### config.mk
export PLATFORM = sky130hd
export DESIGN_NAME = cart_download
export DESIGN_NICKNAME = d
export VERILOG_FILES = /design/src/rtl/cart_download.sv
export SDC_FILE = /design/constraint.sdc
export NUM_CORES = 1
export LEC_CHECK = 0
export CORE_MARGIN = 5
export CORE_UTILIZATION = 58
export DETAILED_ROUTE_END_ITERATION = 8
export DONT_BUFFER_PORTS = 1
export PLACE_DENSITY_LB_ADDON = 0.15
export SYNTH_ARGS = -nofsm -noshare
export SYNTH_HDL_FRONTEND = slang
export SYNTH_SLANG_ARGS = --single-unit
### constraint.sdc
create_clock -name clk1x -period 3.1 [get_ports clk1x]
set_input_delay 0.62 -clock clk1x [delete_from_list [all_inputs] [get_ports clk1x]]
set_output_delay 0.62 -clock clk1x [all_outputs]
set_load 0.02 [all_outputs]
### src/rtl/cart_download.sv
// cart_download: packs 16-bit ioctl halfwords from a cartridge download into
// 32-bit SDRAM writes. The byte order (z64/v64/n64) is detected from the
// header word, and the bytes of every word are reordered to z64 order.
module cart_download #(
    parameter logic [26:0] CART_START = 27'h0800000
) (
    input  logic        clk1x,
    input  logic        reset_n,
    input  logic        dl_active,
    input  logic        ioctl_wr,
    input  logic [26:0] ioctl_addr,
    input  logic [15:0] ioctl_dout,
    output logic        ioctl_wait,
    output logic        mem_req,
    output logic [26:0] mem_addr,
    output logic [31:0] mem_data,
    input  logic        mem_ready,
    output logic [1:0]  rom_format,
    output logic        cart_loaded,
    output logic [26:0] rom_size,
    output logic        dl_error
);

    typedef enum logic [2:0] {S_IDLE, S_LO, S_HI, S_BUSY, S_FLUSH} state_t;
    typedef enum logic [1:0] {FMT_Z64, FMT_V64, FMT_N64, FMT_UNKNOWN} fmt_t;

    state_t      state;
    fmt_t        fmt_q;
    logic        dl_active_q;
    logic [7:0]  b0_q;
    logic [7:0]  b1_q;
    logic [24:0] waddr_q;

    logic [7:0]  b2_in;
    logic [7:0]  b3_in;
    fmt_t        hdr_fmt;
    fmt_t        word_fmt;
    logic [31:0] word_data;
    logic [26:0] word_addr;
    logic [26:0] hw_end;
    logic [26:0] size_max;
    logic        accept_lo;
    logic        accept_hi;
    logic        issue;

    assign rom_format = fmt_q;

    function automatic fmt_t detect(input logic [7:0] b0, input logic [7:0] b1,
                                    input logic [7:0] b2, input logic [7:0] b3);
        case ({b0, b1, b2, b3})
            32'h80371240: detect = FMT_Z64;
            32'h37804012: detect = FMT_V64;
            32'h40123780: detect = FMT_N64;
            default:      detect = FMT_UNKNOWN;
        endcase
    endfunction

    function automatic logic [31:0] pack(input fmt_t f, input logic [7:0] b0, input logic [7:0] b1,
                                         input logic [7:0] b2, input logic [7:0] b3);
        case (f)
            FMT_V64: pack = {b2, b3, b0, b1};
            FMT_N64: pack = {b0, b1, b2, b3};
            default: pack = {b3, b2, b1, b0};
        endcase
    endfunction

    // Assemble the outgoing word; FLUSH pads the missing upper halfword with zeros.
    // Word 0 uses the freshly detected format so it is written in the same order as the rest.
    always_comb begin
        b2_in     = (state == S_FLUSH) ? '0 : ioctl_dout[7:0];
        b3_in     = (state == S_FLUSH) ? '0 : ioctl_dout[15:8];
        hdr_fmt   = detect(b0_q, b1_q, b2_in, b3_in);
        word_fmt  = (waddr_q == '0) ? hdr_fmt : fmt_q;
        word_data = pack(word_fmt, b0_q, b1_q, b2_in, b3_in);
        word_addr = CART_START + {waddr_q, 2'b00};
        hw_end    = ioctl_addr + 27'd2;
        size_max  = (hw_end > rom_size) ? hw_end : rom_size;
        accept_lo = (state == S_LO) && ioctl_wr && !ioctl_addr[1];
        accept_hi = (state == S_HI) && ioctl_wr && ioctl_addr[1];
        issue     = accept_hi || (state == S_FLUSH);
    end

    // Download state machine with registered handshake and status outputs.
    always_ff @(posedge clk1x or negedge reset_n) begin
        if (!reset_n) begin
            state       <= S_IDLE;
            fmt_q       <= FMT_Z64;
            dl_active_q <= 1'b0;
            b0_q        <= '0;
            b1_q        <= '0;
            waddr_q     <= '0;
            ioctl_wait  <= 1'b0;
            mem_req     <= 1'b0;
            mem_addr    <= '0;
            mem_data    <= '0;
            cart_loaded <= 1'b0;
            rom_size    <= '0;
            dl_error    <= 1'b0;
        end else begin
            dl_active_q <= dl_active;
            mem_req     <= 1'b0;

            if (accept_lo || accept_hi)
                rom_size <= size_max;

            case (state)
                S_IDLE: begin
                    if (dl_active && !dl_active_q) begin
                        fmt_q       <= FMT_Z64;
                        rom_size    <= '0;
                        dl_error    <= 1'b0;
                        cart_loaded <= 1'b0;
                        state       <= S_LO;
                    end
                end
                S_LO: begin
                    // A halfword arriving with the end of the window is taken first.
                    if (accept_lo) begin
                        b0_q    <= ioctl_dout[7:0];
                        b1_q    <= ioctl_dout[15:8];
                        waddr_q <= ioctl_addr[26:2];
                        state   <= dl_active ? S_HI : S_FLUSH;
                    end else begin
                        if (ioctl_wr)
                            dl_error <= 1'b1;
                        if (!dl_active) begin
                            cart_loaded <= 1'b1;
                            state       <= S_IDLE;
                        end
                    end
                end
                S_HI: begin
                    if (accept_hi) begin
                        state <= S_BUSY;
                    end else begin
                        if (ioctl_wr)
                            dl_error <= 1'b1;
                        if (!dl_active)
                            state <= S_FLUSH;
                    end
                end
                S_FLUSH: begin
                    if (ioctl_wr)
                        dl_error <= 1'b1;
                    state <= S_BUSY;
                end
                S_BUSY: begin
                    if (ioctl_wr)
                        dl_error <= 1'b1;
                    if (mem_ready) begin
                        ioctl_wait <= 1'b0;
                        if (dl_active) begin
                            state <= S_LO;
                        end else begin
                            cart_loaded <= 1'b1;
                            state       <= S_IDLE;
                        end
                    end
                end
                default: state <= S_IDLE;
            endcase

            if (issue) begin
                mem_req    <= 1'b1;
                ioctl_wait <= 1'b1;
                mem_addr   <= word_addr;
                mem_data   <= word_data;
                if (waddr_q == '0) begin
                    fmt_q <= hdr_fmt;
                    if (hdr_fmt == FMT_UNKNOWN)
                        dl_error <= 1'b1;
                end
            end
        end
    end

endmodule

Word-level counts from Yosys, hierarchy flattened. Index checks and enable logic that the tools add are counted.

Word-level logic and storage cells: 89. Bits in registers: 137. Output and inout bits: 92.

Add/sub/neg operators: 2. Reductions and logical operators: 19. Equal/unequal tests: 15. Muxes and demuxes: 39. Order comparisons: 1.

Operators with widths (count): 27-bit 2-to-1 mux (4); 32-bit case mux with 2 select lines (1); 32-bit by 30-bit == test with 1-bit output (second input constant) (1); 32-bit by 31-bit == test with 1-bit output (second input constant) (1); 32-bit == test (second input constant) (1); 24-bit by 27-bit adder with 27-bit output (first input constant) (1); 27-bit by 2-bit adder with 27-bit output (second input constant) (1); 27-bit greater-than comparator (1); 25-bit logical NOT (1); 3-bit 2-to-1 mux (7); 1-bit 2-to-1 mux (16); 8-bit 2-to-1 mux (2); 3-bit case mux with 5 select lines (1); 2-bit 2-to-1 mux (5); 4-bit AND reduction (2); 3-bit by 2-bit == test with 1-bit output (second input constant) (2); 2-bit != test (second input constant) (3); 3-bit != test (second input constant) (2); 2-bit case mux with 3 select lines (1); 1-bit logical AND (5); 2-bit == test (second input constant) (2); 1-bit case mux with 4 select lines (1); 2-bit AND reduction (2); 2-bit nonzero test (2); 9 further kinds (11).

Depth between registers and ports, before layout. Gate-level depths: netlist of run 1.

Depth after elaboration: 8. Mapped depth: 15. Depth with buffers taken out: 13.

Worst setup path before layout of run 1. No wires, ideal clock.

Kind: in2reg. Start: in ioctl_addr[1]. End: reg rom_size[17]. Stages on the path: 14. Required time: 2.975 ns. Data arrival time: 3.381 ns. Setup slack: -0.406 ns. Path through: ha_1 > nand3_1 > or2_4 > nor3_4 > nand4_1 > xnor2_1 > ha_1 > a21oi_1 > nand2_1 > a221oi_1 > nand3_1 > buf_2 > o21ai_4 > mux2_2.

Word-level cells in the longest chain between the ends: 6. Elaborated cells on any way between the ends: 10. Classes of those cells: add/sub (1); order compare (1); mux (4); reduce/logical (4).

RTL lines: start: declaration (line 11) `input logic [26:0] ioctl_addr,`; 27-bit by 2-bit adder with 27-bit output or 1-bit logical NOT (tied branches) (line 76, 78); 27-bit greater-than comparator or 1-bit logical AND (tied branches) (line 77, 78); 27-bit 2-to-1 mux or 1-bit logical OR (tied branches) (line 77, 103); 27-bit 2-to-1 mux (*) (line 103) `if (accept_lo || accept_hi)`; 27-bit 2-to-1 mux (line 108) `if (dl_active && !dl_active_q) begin`; 27-bit 2-to-1 mux (*) (line 106) `case (state)`; end signal: assignment (line 104) `rom_size <= size_max;`; end: declaration (line 20) `output logic [26:0] rom_size,`.

Mark *: on every way between the ends. The rest lies on a longest branch, timed or not. A chain may end at the register's enable or synchronous reset.

Final worst setup path of run 1. Ends and elaborated chain as after synthesis.

==> results.md, run 1 <==
Setup path:
- Of all nets on the critical path, the largest fanout is 9.
- The reg-to-reg startpoint is b0_q[7].
- The capture instance of the worst register-to-register path is mem_data[13].
- The endpoint kind of the worst setup timing path is a register.
- The worst reg-to-reg setup slack is 110 ps.
- The number of cells on the worst reg-to-reg path is 13.
- The worst setup path is of the in -> reg kind.
- The critical path arrival is 3420 ps.
- The data required time of the worst path is 3400 ps.
- The worst setup path is launched from an input pin.

Floorplanning:
- The number of core rows is 41.
- The floorplan step defined a die boundary enclosing 15100 sq um.
- The total I/O pin count is 140.
- The floorplan step set the die width to 123 um.
- The effective utilization at floorplan is 58.7%.
- The core region area is 12600 sq um.
- Measured along the y axis, the die boundary spans 123 um.

Clock tree:
- TritonCTS built the clock tree.
- The clock passes through at most 2 buffers.
- The buffer type at the clock tree root is clkbuf_16.
- The tree built by TritonCTS fans out to 135 sinks.
- The clock latency of the later-clocked register in the worst-skew pair is 410 ps.
- The H-tree level count is 4.
- Buffers inserted during clock tree synthesis total 17.
- The clock transition time at the flip-flop clock pins of the worst setup and hold paths is 60 ps.

Timing:
- The final clock skew is 7.52 ps.
- The worst hold-check slack is -103 ps.
- The minimum clock period is 3120 ps.
- Setup violations remaining at the end of the flow were counted as 3.
- The number of endpoints with negative hold slack in the final report is 135.
- The share of the clock period used by the worst path is 101%.
- The post-route worst setup slack is -18.0 ps.
- The achievable frequency is 0.321 GHz.
- Setup repair after global routing could not meet its margin everywhere.
- Headroom to the max-slew limit came out at 52.9%.
- For the pin with the worst max-slew slack, the measured transition is 706 ps.
- The number of pins with negative max-slew slack in the final report came to 0.
- The setup TNS after final layout is -50.4 ps.

Logic synthesis:
- After technology mapping, the gate count stands at 778.
- Sequential cells were found to cover 45.8% of the synthesized design area.
- The top flip-flop cell by instance count after synthesis is dfrtp_1.
- The synthesis warning total is 0.
- The average cell area after synthesis is 9.48 sq um.
- Counting flops and latches in the post-synthesis netlist gives 135.
- The area of the mapped netlist is 7370 sq um.
- Yosys mapped the design onto 62 distinct sky130hd cell types.
- After synthesis, the share of flip-flops with an asynchronous set or reset is 100%.
- Counting flops with a built-in enable in the synthesized netlist gives 0.

Layout:
- The ratio of cells with drive above 1 in the final layout is 21.9%.
- The count of fill cells added during filler insertion is 935.
- From synthesis to final layout, the design area changed by 18.4%.
- In the final layout, the multi-input gates occupy 3820 sq um.
- The sequential cell area is 3380 sq um.
- The final design utilization is 69.5%.
- The repair_antennas step left the layout with diodes totalling 0.
- The net count of the finished layout is 900.

Flow run:
- The count of maximum capacitance violations is 0.

GRT:
- The pin count of the biggest net entering global routing is 136.
- The initial antenna violation count is 0.
- The aggregate global routing overflow is 0.
- The number of global-route vias before repair was 6345.
- The global-route usage over all layers is 28.0%.
- The first global-routing pass estimated 32600 um of wire.

Drt:
- The routed wire length per instance is 20.8 um.
- In the routed layout, each cell is associated on average with a via count of 6.16.
- The detail route stage leaves a number of antenna-violating nets equal to 0.
- The initial detailed-routing violation count is 529.
- For this run, the detailed router's first-pass iteration total came to 6.
- The wire length after detailed routing is 20900 um.
- The number of design rule violations left after detail routing is 0.
- The routed layout has 6194 vias.

Power:
- The leakage power is 0.00385 uW.
- Power comes to 7990 uW.
- The peak supply drop is 454 uV.
- The power density over the cells is 915 nW/um^2.

Hold path:
- In this run the worst hold path is classified as in -> async.

Place:
- Routability-driven placement finished with a final weighted congestion of 0.921.
- In this run the tool buffered the top-level ports with 0 buffer cells.
- Summed over all nets, the half-perimeter wirelength after detailed placement is 14900 um.

Run status:
- The flow ran to the end, but the final reports show violations.
- The checks that failed: hold timing, setup timing.
[registers in the layout (all words and copies together) (netlist names)]
| signal | count |
|---|---|
| b0_q | 8 |
| b1_q | 8 |
| cart_loaded | 1 |
| dl_active_q | 1 |
| dl_error | 1 |
| ioctl_wait | 1 |
| mem_addr | 25 |
| mem_data | 32 |
| mem_req | 1 |
| rom_format | 2 |
| rom_size | 27 |
| state | 3 |
| waddr_q | 25 |
[stage by stage]
| stage | instances | area [sq um] | setup WS (ps) |
|---|---|---|---|
| finish | 1006 | 8730 | -18.0 |
| global route | 1006 | 8730 | -148 |
| CTS | 1001 | 8600 | -15.7 |
| detailed placement | 967 | 7960 | -426 |
| global placement | 967 | 7960 | -289 |
| floorplan | 779 | 7440 | -228 |
[report_power, final]
group | internal (uW) | switching [uW]
logic | 1030 | 1180
registers | 2500 | 1240
clock network | 1280 | 764
total | 4810 | 3180
[kinds of logic (layout without fill, tap and decap cells)]
logic type	count (synthesis)	in the layout	synth area share, %
flops	135	135	45.8
other cells	1	2	0.0509
xor+xnor	26	26	3.09
fa+ha+maj	31	31	5.26
mux	54	54	8.19
buf+inv	79	134	4.45
simple gates	272	272	17.6
compound gates	180	180	15.6
[cell usage after synthesis, drive strengths merged, types with 2 or more instances]
cell type | count | area share (%)
a211oi | 3 | 0.31
a21o | 5 | 0.53
a21oi | 45 | 3.1
a221oi | 2 | 0.24
a22oi | 31 | 3.2
and2 | 5 | 0.42
and3 | 3 | 0.25
and4 | 2 | 0.24
buf | 19 | 1.4
clkbuf | 28 | 1.4
dfrtp | 135 | 46
ha | 31 | 5.3
inv | 32 | 1.6
mux2 | 48 | 7.4
mux2i | 6 | 0.81
nand2 | 134 | 6.8
nand3 | 20 | 1.4
nand4 | 16 | 1.6
nor2 | 55 | 2.8
nor2b | 2 | 0.17
nor3 | 9 | 0.76
nor4 | 13 | 1.6
nor4b | 2 | 0.32
o211ai | 18 | 1.8
o21a | 3 | 0.31
o21ai | 46 | 3.3
o31ai | 19 | 1.9
or4 | 2 | 0.25
xnor2 | 20 | 2.4
xor2 | 6 | 0.71
[cell type report]
class                           instances  share of cell area (%)
Multi-Input combinational cell        565                    43.7
Timing Repair Buffer                   70                    6.88
Tap cell                              172                    2.46
Clock inverter                         13                    1.78
Sequential cell                       135                    38.7
Clock buffer                           19                    5.07
Inverter                               32                    1.38
[repair_timing]
action                                 4_1_cts  5_1_grt
pin swaps                                    8        8
setup buffers                                2        4
gates resized for setup                      6       16
cloned                                       0        1
setup endpoints to repair                   30       49
endpoints found under the hold margin      135      135
[routing by layer]
| metal | GRT usage, % | up-vias | part of all wire (%) |
|---|---|---|---|
| li1 | - | 2845 | - |
| met1 | 31.3 | 3043 | 36 |
| met2 | 47.7 | 250 | 51 |
| met3 | 9.35 | 56 | 8.9 |
| met4 | 14.3 | 0 | 3.4 |
| met5 | 0 | - | 0 |
[critical path, cell delays in order]
cell and delay, ps:
ha_4 120, nand3_2 90, or2_4 250, nor3_4 200, buf_4 170, nand3_1 90
xnor2_1 220, ha_1 300, nand4_1 130, nor2_2 60, a221oi_2 290, nand3_2 170
o21ai_4 320, mux2_2 370
[layout by cell type, fill, tap and decap left out, drive strengths merged, types with 31 or more instances in the layout]
cell type  count
a21oi         45
inv           32
dfrtp        135
a22oi         31
buf           69
nand2        134
nor2          55
o21ai         46
mux2          48
ha            31
[worst max path at each step]
| stage | slack [ps] | startpoint | endpoint | cells past startpoint |
|---|---|---|---|---|
| floorplan | -230 | ioctl_addr[10] | rom_size[17] | 12 |
| global placement | -290 | ioctl_addr[10] | rom_size[26] | 12 |
| detailed placement | -430 | ioctl_addr[10] | rom_size[3] | 13 |
| CTS | -20 | ioctl_addr[1] | rom_size[8] | 14 |
| global route | -150 | ioctl_addr[1] | rom_size[8] | 15 |
| finish | -20 | ioctl_addr[1] | rom_size[17] | 14 |
Power figures use the tool's default switching activity.
==> inputs of run 2 (changes only) <==
--- a/config.mk
+++ b/config.mk
@@ -5,6 +5,7 @@
 export SDC_FILE = /design/constraint.sdc
 export NUM_CORES = 1
 export LEC_CHECK = 0
+export ABC_AREA = 1
 export CORE_MARGIN = 5
 export CORE_UTILIZATION = 58
 export DETAILED_ROUTE_END_ITERATION = 8
==> run 2 against run 1 <==
  * Utilization fell by 2.2 points
  * Wire length increased by 19%
  * The run ends with hold timing left
  * Via count increased by 26%
  * Worst hold slack worse by 4.4 ps
  * Maximum frequency increased by 6.5%
  * Critical path type is now reg -> reg
==> results.md, run 2 <==
GRT:
- The first global-routing pass estimated 39200 um of wire.
- The number of global-route vias before repair is 7252.
- The global-route usage over all layers is 30.5%.
- Entering global routing, the biggest net connects 136 pins.
- The aggregate global routing overflow is 0.
- The initial antenna violation count is 0.

Hold path:
- The path class of the tightest hold or removal check is in -> async.

Clock tree:
- The buffer type at the clock tree root is clkbuf_16.
- The total CTS buffers is 17.
- Counting along the longest clock path gives a buffer depth of 2.
- The H-tree level count is 4.
- The post-CTS setup buffer count is 0.
- Counting every sink on the clock net gives 135.
- Clock-pin slew was measured on the worst setup and hold paths at 60 ps.
- At the later pin of the worst-skew pair, clock insertion delay measures 420 ps.
- TritonCTS built the clock tree.

Run status:
- The final reports fail on hold timing.
- The run finished, with violations left.

Drt:
- The initial detailed-routing violation count is 705.
- Once detail routing completed, the nets flagged for antenna violations numbered 0.
- The routed wire length per instance is 17.6 um.
- The total number of vias is 7786.
- Using the TritonRoute via totals, the vias-per-cell ratio works out to 5.51.
- The pre-antenna-repair detailed-routing pass consisted of 6 iterations.
- The routed design has 24900 um of wire.
- For this run, design rule violations remaining after detail routing come to 0.

Logic synthesis:
- The most used flip-flop cell after synthesis is dfrtp_1.
- Counting flops with a built-in enable in the synthesized netlist gives 0.
- The synthesized design devotes to its leading area cell type 41.1% of total area.
- Of all flip-flops after synthesis, the portion carrying an async set or reset was 100%.
- Summing every instance area after synthesis gives 8220 sq um.
- The dominant cell type by area after synthesis is dfrtp_1.
- The main combinational cell family by area after synthesis is simple AND/OR/NAND/NOR gates.
- The number of distinct standard cells referenced by the synthesized netlist is 36.
- The multiplexer fraction of the synthesized cell area is 0%.
- The synthesized flop and latch total is 135.
- The adder-cell share of the synthesized area is 4.72%.
- The synthesis warning total is 0.
- The area share of xor/xnor cells in the synthesized design is 1.60%.
- By count the netlist is led by 392 x nand2_1, 157 x nor2_1, 135 x dfrtp_1.
- The cell count after synthesis came out at 1186.
- The sequential area share after synthesis is 41.1%.
- The most repeated cell in the gate-level netlist after synthesis is nand2_1.
- The average cell area after synthesis is 6.93 sq um.
- The synthesized netlist devotes 11.9% of its cell area to compound gates.
- After synthesis, the cell types taking the most area are dfrtp_1 41%, nand2_1 18%, o21ai_0 7.4%.
- The simple-gate share of the synthesized area is 32.0%.

Floorplanning:
- 140 I/O pins were placed.
- The core region is 13900 sq um.
- The overall die area is 16700 sq um.
- The effective utilization at floorplan is 59.2%.
- In this run the horizontal extent of the chip is 129 um.
- Row generation in the floorplan step produced 43 rows.
- In this run the vertical extent of the chip is 129 um.

Layout:
- The area overhead of the layout relative to synthesis is 13.6%.
- The largest registers in the layout are mem_data (32), rom_size (27).
- The register with the most flip-flops in the layout has 32 of them.
- The commonest non-fill, non-tap cell in the layout is nand2_1.
- Cells with a size suffix above 1 make up 8.59% of the layout.
- The antenna diode count is 0.
- After the last flow step, the layout net total stands at 1300.
- In the layout the commonest cells are 391 x nand2_1, 156 x nor2_1, 135 x dfrtp_1.
- The post-route cell area is 9340 sq um.
- The register with the most flip-flops in the final layout is mem_data.

Setup path:
- The worst reg-to-reg setup slack is 170 ps.
- STA classifies the critical path endpoint as a register.
- Data on the critical path is required at its endpoint by 3370 ps.
- The critical path arrival is 3200 ps.
- STA classifies the critical path startpoint as a register.
- The class of the most critical setup path is reg -> reg.
- In this run the worst path has a maximum fanout of 28.

Power:
- Per report_power, the combinational group accounts for 30.7% of the total.
- The peak supply drop is 455 uV.
- The internal portion of the total power is 4540 uW.
- Of the total power, the share spent switching nets is 44.2%.
- The switching power total is 3600 uW.
- The part of the total power dissipated in the clock network is 23.5%.
- The part of the total power dissipated in sequential elements is 45.9%.
- The power density over the cells is 871 nW/um^2.
- The analysis attributes to cell leakage a power of 0.00485 uW.

Place:
- The routability-driven placement congestion ratio is 0.986.
- Detailed placement finished with a half-perimeter wire length of 19000 um.
- The count of input and output buffers is 0.
- Once placement finished, the instance area stood at 8750 sq um.

Timing:
- The final clock skew is 4.79 ps.
- The setup-violating endpoint count in the final report is 0.
- The share of the clock period used by the worst path is 94.5%.
- The number of endpoints with negative hold slack in the final report is 135.
- Hold timing on the final database bottoms out at a slack of -108 ps.
- The routed design could run at a clock period as short as 2930 ps.
- The transition time at the pin with the least slew margin is 764 ps.
- The number of pins with negative max-slew slack in the final report is 0.
- Static timing analysis puts the maximum clock frequency at 0.341 GHz.
- The worst relative slew slack is 49.1%.

Flow run:
- The count of maximum capacitance violations is 0.
-- run 2: changes by cell type after synthesis, sizes merged, moves of 10 or more --
cell	change
mux2	-48
o21ai	+75
o211ai	-10
xnor2	-18
a21oi	-22
nand3	+28
a22oi	-31
o221ai	+13
nor2	+104
nand2	+259
inv	+101
o31ai	-19
nor3	+14
nor4	-12
-- run 2: what timing repair did --
| item | CTS | global route |
|---|---|---|
| endpoints found under the hold margin | 135 | 135 |
| gates resized for setup | 0 | 14 |
| setup endpoints to repair | 0 | 31 |
-- run 2: power by group through the flow --
stage | registers, uW | logic, uW | clock network [uW]
6_report | 3730 | 2500 | 1910
5_1_grt | 3830 | 2880 | 2010
4_1_cts | 3730 | 2460 | 1920
3_5_place_dp | 3750 | 2440 | 0
3_3_place_gp | 3730 | 2380 | 0
2_1_floorplan | 3530 | 1730 | 0
-- run 2: worst max-delay path, cell delays in order (launching register included) --
cell and delay, ps:
dfrtp_1 400, nor2_1 180, nand2_2 140, buf_4 180
o21ai_0 150, nand2_1 100, nor2_1 160, buf_4 130
nand3_1 60, nand2_1 90, nand2_1 50, nand2_1 140
ha_1 280, inv_2 120, buf_12 180, o221ai_1 140
o21ai_1 170, o21ai_0 110
-- run 2: cell families (layout without fill, tap and decap cells) --
logic type,count (synthesis),in the layout
adder cells (fa/ha/maj),31,31
AO/OA/AOI/OAI,175,175
AND/OR/NAND/NOR,650,650
other,1,2
flip-flops,135,135
buffers and inverters,179,226
XOR/XNOR,15,15
-- run 2: path summary, 6_finish.rpt --
kind / from / to / cells past startpoint
worst max register to register: state[0] / mem_data[4] / 17
worst min register to register: waddr_q[5] / waddr_q[5] / 2
max in group asynchronous: reset_n / dl_active_q / 0
worst max-delay path: state[0] / mem_data[4] / 17
min in group clk1x: dl_active / dl_active_q / 0
worst min-delay path: reset_n / b1_q[5] / 0
-- run 2: metal layers --
layer  global-route usage (%)  part of all wire [%]  vias to the layer above
met5                        0                     0                        -
met4                     8.28                   1.8                        0
met3                     11.5                    12                       40
met2                     42.6                    41                      365
met1                     44.6                    45                     3546
li1                         -                     -                     3835
-- run 2: through the flow --
| stage | std cells | total power, uW | setup slack, ps | util, % | TNS, ps |
|---|---|---|---|---|---|
| global placement | 1381 | 6110 | 127 | 63.0 | 0 |
| global route | 1414 | 8720 | -3.90 | 67.3 | -5.84 |
| floorplan | 1187 | 5260 | 241 | - | 0 |
| CTS | 1413 | 8120 | 51.6 | 67.0 | 0 |
| detailed placement | 1381 | 6190 | 72.4 | 63.0 | 0 |
| finish | 1414 | 8140 | 172 | 67.3 | 0 |
-- run 2: cell type report --
cell class,instances,area [sq um]
Clock buffer,19,433
Inverter,135,507
Clock inverter,13,124
Fill cell,1228,4540
Multi-Input combinational cell,873,4150
Timing Repair Buffer,59,527
Sequential cell,135,3380
Tap cell,180,225
